<file path="src/rtl/id_ex_stage.sv">
// id_ex_stage: ID/EX pipeline register with operand forwarding, immediate mux
// and ALU control decode behind a valid/ready handshake with stall and flush.
module id_ex_stage #(
    parameter int XLEN    = 64,
    parameter int RADDR_W = 5
) (
    input  logic               clk,
    input  logic               reset,
    input  logic               in_valid,
    output logic               in_ready,
    input  logic [XLEN-1:0]    rs1_data,
    input  logic [XLEN-1:0]    rs2_data,
    input  logic [XLEN-1:0]    imm,
    input  logic               alu_src,
    input  logic [1:0]         alu_class,
    input  logic [2:0]         funct3,
    input  logic               funct7_5,
    input  logic [RADDR_W-1:0] rd,
    input  logic               reg_write,
    input  logic [1:0]         fwd_a,
    input  logic [1:0]         fwd_b,
    input  logic [XLEN-1:0]    fwd_mem_data,
    input  logic [XLEN-1:0]    fwd_wb_data,
    input  logic               stall,
    input  logic               flush,
    output logic               out_valid,
    input  logic               out_ready,
    output logic [XLEN-1:0]    alu_in1,
    output logic [XLEN-1:0]    alu_in2,
    output logic [3:0]         alu_ctrl,
    output logic [RADDR_W-1:0] out_rd,
    output logic               out_reg_write,
    output logic               illegal_op
);
    localparam logic [3:0] ALU_AND = 4'b0000;
    localparam logic [3:0] ALU_OR  = 4'b0001;
    localparam logic [3:0] ALU_ADD = 4'b0010;
    localparam logic [3:0] ALU_SUB = 4'b0110;
    localparam logic [3:0] ALU_SLT = 4'b0111;

    logic            load;
    logic [XLEN-1:0] op_a, op_b, rs2_fwd;
    logic [3:0]      ctrl;
    logic            ill;

    assign in_ready = !stall && (!out_valid || out_ready);
    assign load     = in_valid && in_ready;

    always_comb begin
        op_a    = fwd_a == 2'b01 ? fwd_mem_data : fwd_a == 2'b10 ? fwd_wb_data : rs1_data;
        rs2_fwd = fwd_b == 2'b01 ? fwd_mem_data : fwd_b == 2'b10 ? fwd_wb_data : rs2_data;
        op_b    = alu_src ? imm : rs2_fwd;
        ill     = alu_class[1] && !(funct3 inside {3'b000, 3'b111, 3'b110, 3'b010});
        // funct7[5] selects SUB only for R-type; I-type ADDI ignores it
        ctrl    = !alu_class[1]     ? (alu_class[0] ? ALU_SUB : ALU_ADD) :
                  funct3 == 3'b111 ? ALU_AND :
                  funct3 == 3'b110 ? ALU_OR  :
                  funct3 == 3'b010 ? ALU_SLT :
                  (funct3 == 3'b000 && !alu_class[0] && funct7_5) ? ALU_SUB : ALU_ADD;
    end

    always_ff @(posedge clk) begin
        if (reset) begin
            out_valid     <= 1'b0;
            alu_in1       <= '0;
            alu_in2       <= '0;
            alu_ctrl      <= ALU_ADD;
            out_rd        <= '0;
            out_reg_write <= 1'b0;
            illegal_op    <= 1'b0;
        end else if (flush) begin
            out_valid     <= 1'b0;
            out_reg_write <= 1'b0;
        end else if (!stall) begin
            if (load) begin
                out_valid     <= 1'b1;
                alu_in1       <= op_a;
                alu_in2       <= op_b;
                alu_ctrl      <= ctrl;
                out_rd        <= rd;
                out_reg_write <= reg_write && !ill;
                illegal_op    <= ill;
            end else if (out_ready) begin
                out_valid <= 1'b0;
            end
        end
    end
endmodule

</file>
<file path="config.mk">
export PLATFORM = sky130hd
export DESIGN_NAME = id_ex_stage
export DESIGN_NICKNAME = d
export VERILOG_FILES = /design/src/rtl/id_ex_stage.sv
export SDC_FILE = /design/constraint.sdc
export NUM_CORES = 1
export LEC_CHECK = 0
export ABC_AREA = 0
export ABC_CLOCK_PERIOD_IN_PS = 2300
export CAP_MARGIN = 20
export CORE_AREA = 2 2 189 191
export DETAILED_ROUTE_END_ITERATION = 7
export DIE_AREA = 0 0 191 193
export GPL_ROUTABILITY_DRIVEN = 1
export GPL_TIMING_DRIVEN = 0
export SYNTH_ARGS = -nofsm -noshare
export SYNTH_HDL_FRONTEND = slang
export SYNTH_SLANG_ARGS = --single-unit
</file>
<file path="constraint.sdc">
create_clock -name clk -period 2.3 [get_ports clk]
set_clock_uncertainty 0.1 [all_clocks]
set_input_delay 0.69 -clock clk [delete_from_list [all_inputs] [get_ports clk]]
set_output_delay 0.69 -clock clk [all_outputs]
set_load 0.02 [all_outputs]
</file>
# After elaboration in Yosys (flattened, before gate mapping)
# Index checks and enable logic that the tools add are counted.
[word_totals] elab_cells=48 input_bits=343 reg_bits=140 out_inout_bits=141
[op_classes] muxes=13 n_reduce_logical=19 eq_ne=7 n_bitwise=2
[op_table] op="$mux W64" n=5
[op_table] op="$mux W3" n=6
[op_table] op="$eq A3 B3 Y1 const B" n=2
[op_table] op="$logic_and A1 B1 Y1" n=6
[op_table] op="$logic_not A1 Y1" n=5
[op_table] op="$eq A2 B1 Y1 const B" n=2
[op_table] op="$eq A2 B2 Y1 const B" n=2
[op_table] op="$reduce_and A2 Y1" n=2
[op_table] op="$reduce_bool A4 Y1" n=1
[op_table] op="$eq A3 B2 Y1 const B" n=1
[op_table] op="$logic_not A3 Y1" n=1
[op_table] op="$reduce_and A3 Y1" n=1
[op_table] op="$mux W1" n=2
[op_table] op="$not A1 Y1" n=2
[op_table] op="$reduce_bool A2 Y1" n=1
[op_table] op="$reduce_or A2 Y1" n=1
[op_table] op="$logic_or A1 B1 Y1" n=1

# Depth between registers and ports, before layout
# Gate-level depths: netlist (run 1).
[depth] depth_word=8 ltp_mapped=7

# Least setup slack after synthesis (run 1)
# OpenSTA, ideal clock, no wires.
[synth_timing] kind="input port to flip-flop" startpoint="input port stall" endpoint="register alu_in1[0]" required_time_ps=2068 stages=7 slack_ps=420 arrival_ps=1648 cell_sequence="nand2b_4 or3_1 buf_2 buf_6 buf_6 nand2_1 a21oi_1"
[synth_via] elab_chain_cells=4
[synth_rtl] element="start, declared" line_no="24" rtl="input logic stall,"
[synth_rtl] element="$logic_not A1 Y1"
[synth_rtl] element="$logic_and A1 B1 Y1" line_no="46" rtl="assign in_ready = !stall && (!out_valid || out_ready);"
[synth_rtl] element="$logic_and A1 B1 Y1" line_no="47" rtl="assign load = in_valid && in_ready;"
[synth_rtl] element="$reduce_and A3 Y1 (no source line) (*)"
[synth_rtl] element="end signal, assigned" line_no="77" rtl="alu_in1 <= op_a;"
[synth_rtl] element="end, declared" line_no="28" rtl="output logic [XLEN-1:0] alu_in1,"
# Mark *: on every way between the ends. The rest lies on a longest branch, timed or not.
# A chain may end at the register's enable or synchronous reset.

# Worst setup path in the final report (run 1)
[layout_timing] startpoint="input port alu_src" endpoint="register alu_in2[50]"
[layout_via] elab_chain_cells=1
[layout_rtl] element="start, declared" line_no="14" rtl="input logic alu_src,"
[layout_rtl] element="$mux W64" line_no="52" rtl="op_b = alu_src ? imm : rs2_fwd;"
[layout_rtl] element="end signal, assigned" line_no="78" rtl="alu_in2 <= op_b;"
[layout_rtl] element="end, declared" line_no="29" rtl="output logic [XLEN-1:0] alu_in2,"
# Every way passes these cells.

==> flow_metrics.tcl, run 1 <==
set metrics [dict create \
    path_clk_slew_ns 0.06 \
    worstPathMaxFanout 10 \
    dieArea_sq_um 36900 \
    initial_core_util 0.261 \
    number_of_storage_elements_in_the_synthesis_netlist 139 \
    top_usage_layer "met2" \
    cts.root.buffer_cell "clkbuf_16" \
    boundaryPins 484 \
    grt_start_max_net_pins 17 \
    power_density_cells_nw_per_um2 505 \
    detailedRoute.firstPassIterationCount 6 \
    worst_path_largest_cell_delay_ns 0.49 \
    postSynthAreaPerCell_sq_um 8.10 \
    antenna_violating_nets_post_route 0 \
    crit_family "buffers and inverters" \
    synth.top_cell.area_share 0.304 \
    antenna_found_initial 0 \
    vias_per_cell 5.04 \
    worst_slew_pin_slew_ns 0.956 \
    die_h_um 193 \
    start_kind "primary input" \
    grt_setup_unrepaired "true" \
    ys_top_cells_by_area "dfxtp_1 30%, mux2i_1 21%, nand2_1 8.3%" \
    synth-edff-count 0 \
    clock_latency_reported_for_the_late_side_of_the_worst_skew_pair_ns 0.44 \
    place.detailed.hpwl_um 35900 \
    fillers 3550 \
    finalNonFillerCells 2101 \
    setup_total_negative_slack_ns 0 \
    power.total_mw 7.64 \
    final.period_utilization 0.985 \
    num_antenna_cells 0 \
    final.min_clock_period_ns 2.27 \
    detail_route.drc_violations 0 \
    nNetsFinal 1970 \
    grt-ovfl-total 0 \
    grt.met1_usage 0.287 \
    synth.distinct_cells 32 \
    placed_cells_incl_taps 2068 \
    minimum_setup_slack_in_the_final_design_ns 0.0346 \
    most_common_cell_after_layout_fill_and_taps_aside "clkdlybuf4s50_1" \
    post_synth_instance_area_sq_um 9140 \
    detailedRoute.firstIterationViolations 526 \
    hold-path-cell-count 2 \
    slew_headroom 0.363 \
    globalplace.congestion 0.900 \
    leakage_nw 5.94 \
    critical_path_rt_ns 2.55 \
    report.final.slew_viol_count 0 \
    final_cell_mix "474 x clkdlybuf4s50_1, 203 x nand2_1, 192 x mux2i_1" \
    detailroute.via_count 10600 \
    routed_wl_um 46000 \
    grt_pass1_wl_um 66200 \
    h-tree-depth 4 \
    synth-seq-area-share 0.304 \
    die-width_um 191 \
    power.ir.vdd_worst_mv 0.511 \
    synth.largest_area_cell "dfxtp_1" \
    cts-root-to-sink-buffers 2 \
    category_of_the_critical_setup_timing_path "primary input to flip-flop" \
    synth_ff_type "dfxtp_1" \
    dp_slack_ns -0.600 \
    ffs_w_async_s_r_synth 0 \
    final-setup-viol-count 0 \
    timing.critical_path.arrival_ns 2.52 \
    drv_cap 0 \
    cts_made_buffers 17 \
    hold_violations 0 \
    post_synth_inst_count 1129 \
    placeableCoreArea_sq_um 35000 \
    clock_sinks 139 \
    worst_setup_path_end_kind "flip-flop" \
    portBuffers 478 \
    total_of_warnings_raised_by_yosys 0 \
    gr-usage-met2 0.417 \
    gr-usage-met3 0.0539 \
    grt_pass1_vias 10800 \
    wl_per_cell_um 21.9 \
    rows 69 \
    postSynthNetCount 1472 \
    rr_worst_depth 7 \
    timing.critical_path.cells "clkdlybuf4s50_1, buf_2, buf_1, nand2_1, o221ai_1, nor2_1, nor3_1" \
    worst_hold_path_type "flip-flop to flip-flop" \
    crit_buf_inv 3 \
    finish.utilization 0.433 \
    cp.depth 7 \
    worst_path_max_delay_cell "clkdlybuf4s50_1" \
    result_of_the_run "complete, no violations" \
    syn_to_final_growth_pct 65.7 \
    tritoncts "built" \
    max_freq_mhz 441 \
    gr-usage-all-layers 0.241 \
    final_layout_size_suffix_gt1_frac 0.108 \
]
## registers in the layout (all words and copies together), names as in the netlist
register       flops
alu_ctrl           3
alu_in1           64
alu_in2           64
out_reg_write      1
out_valid          1
out_rd             5
illegal_op         1
## synthesized netlist by cell type, drive strengths merged, types with 2 or more instances
library cell and n:
a211oi 2, a21oi 70, buf 66, clkbuf 43, dfxtp 139, mux2 64
mux2i 192, nand2 203, nand2b 3, nand3 2, nor2 134, nor2b 5
nor3 65, o211ai 65, o21ai 4, o221ai 64
## final timing paths
kind | start | to | slack [ns]
setup reg to reg | out_valid | alu_in2[50] | 0.44
hold / removal | alu_in1[30] | alu_in1[30] | 0.35
hold reg to reg | alu_in1[30] | alu_in1[30] | 0.35
setup / recovery | alu_src | alu_in2[50] | 0.03
## stage by stage
step	hold WS, ns	instance area [sq um]
global placement	0.342	14500
finish	0.353	15100
detailed placement	0.346	14500
CTS	0.354	15100
floorplan	0.428	9140
global route	0.369	15100
## cells by family (layout without fill, tap and decap cells)
kind of cell	count (synthesis)	after routing	synth area share
multiplexers	256	256	0.289
flip-flops	139	139	0.304
AND/OR/NAND/NOR	415	415	0.185
buffers and inverters	110	621	0.0616
other	1	1	0.000410
AO/OA/AOI/OAI	208	208	0.159
## worst register-to-register path, cell delays in order, from the launching register on
cell     delay [ns]
dfxtp_1        0.32
nor2b_4        0.12
buf_4          0.16
or3_1          0.34
buf_4          0.20
buf_2          0.22
nor2_1         0.18
nor3_1         0.08
## final cells by class
cell class / instances / area [sq um] / share of cell area
plain buffers: 109 / 594 / 0.0392
clock buffers: 22 / 484 / 0.0320
clock inverters: 10 / 115 / 0.00760
inverters: 1 / 3.75 / 0.000248
multi-input cells: 880 / 5800 / 0.383
flip-flops and latches: 139 / 2780 / 0.184
well taps: 461 / 577 / 0.0381
repair buffers: 479 / 4790 / 0.316
## report_power, final
part / switching, mW / internal (mW) / leakage (nW)
sequential: 0.0609 / 2.52 / 1.13
combinational: 1.04 / 1.15 / 4.52
clock: 1.17 / 1.71 / 0.288
total: 2.27 / 5.38 / 5.94
## repair_timing
| item | 4_1_cts | 5_1_grt |
|---|---|---|
| endpoints found under the setup margin | 33 | 112 |
| buffers inserted | 1 | 0 |
| gates resized for setup | 18 | 19 |
| hold buffers | 0 | 0 |
## routing by layer
metal | vias to the layer above | share of wire
met5 | - | 0
met4 | 0 | 0.036
met3 | 80 | 0.071
met2 | 428 | 0.48
met1 | 5039 | 0.41
li1 | 5047 | -
Power figures use the tool's default switching activity.
==> inputs of run 2 (changes only) <==
--- a/config.mk
+++ b/config.mk
@@ -5,7 +5,6 @@
 export SDC_FILE = /design/constraint.sdc
 export NUM_CORES = 1
 export LEC_CHECK = 0
-export ABC_AREA = 0
 export ABC_CLOCK_PERIOD_IN_PS = 2300
 export CAP_MARGIN = 20
 export CORE_AREA = 2 2 189 191
==> results of run 2 <==
Final layout, timing and power as in run 1 (identical DEF).
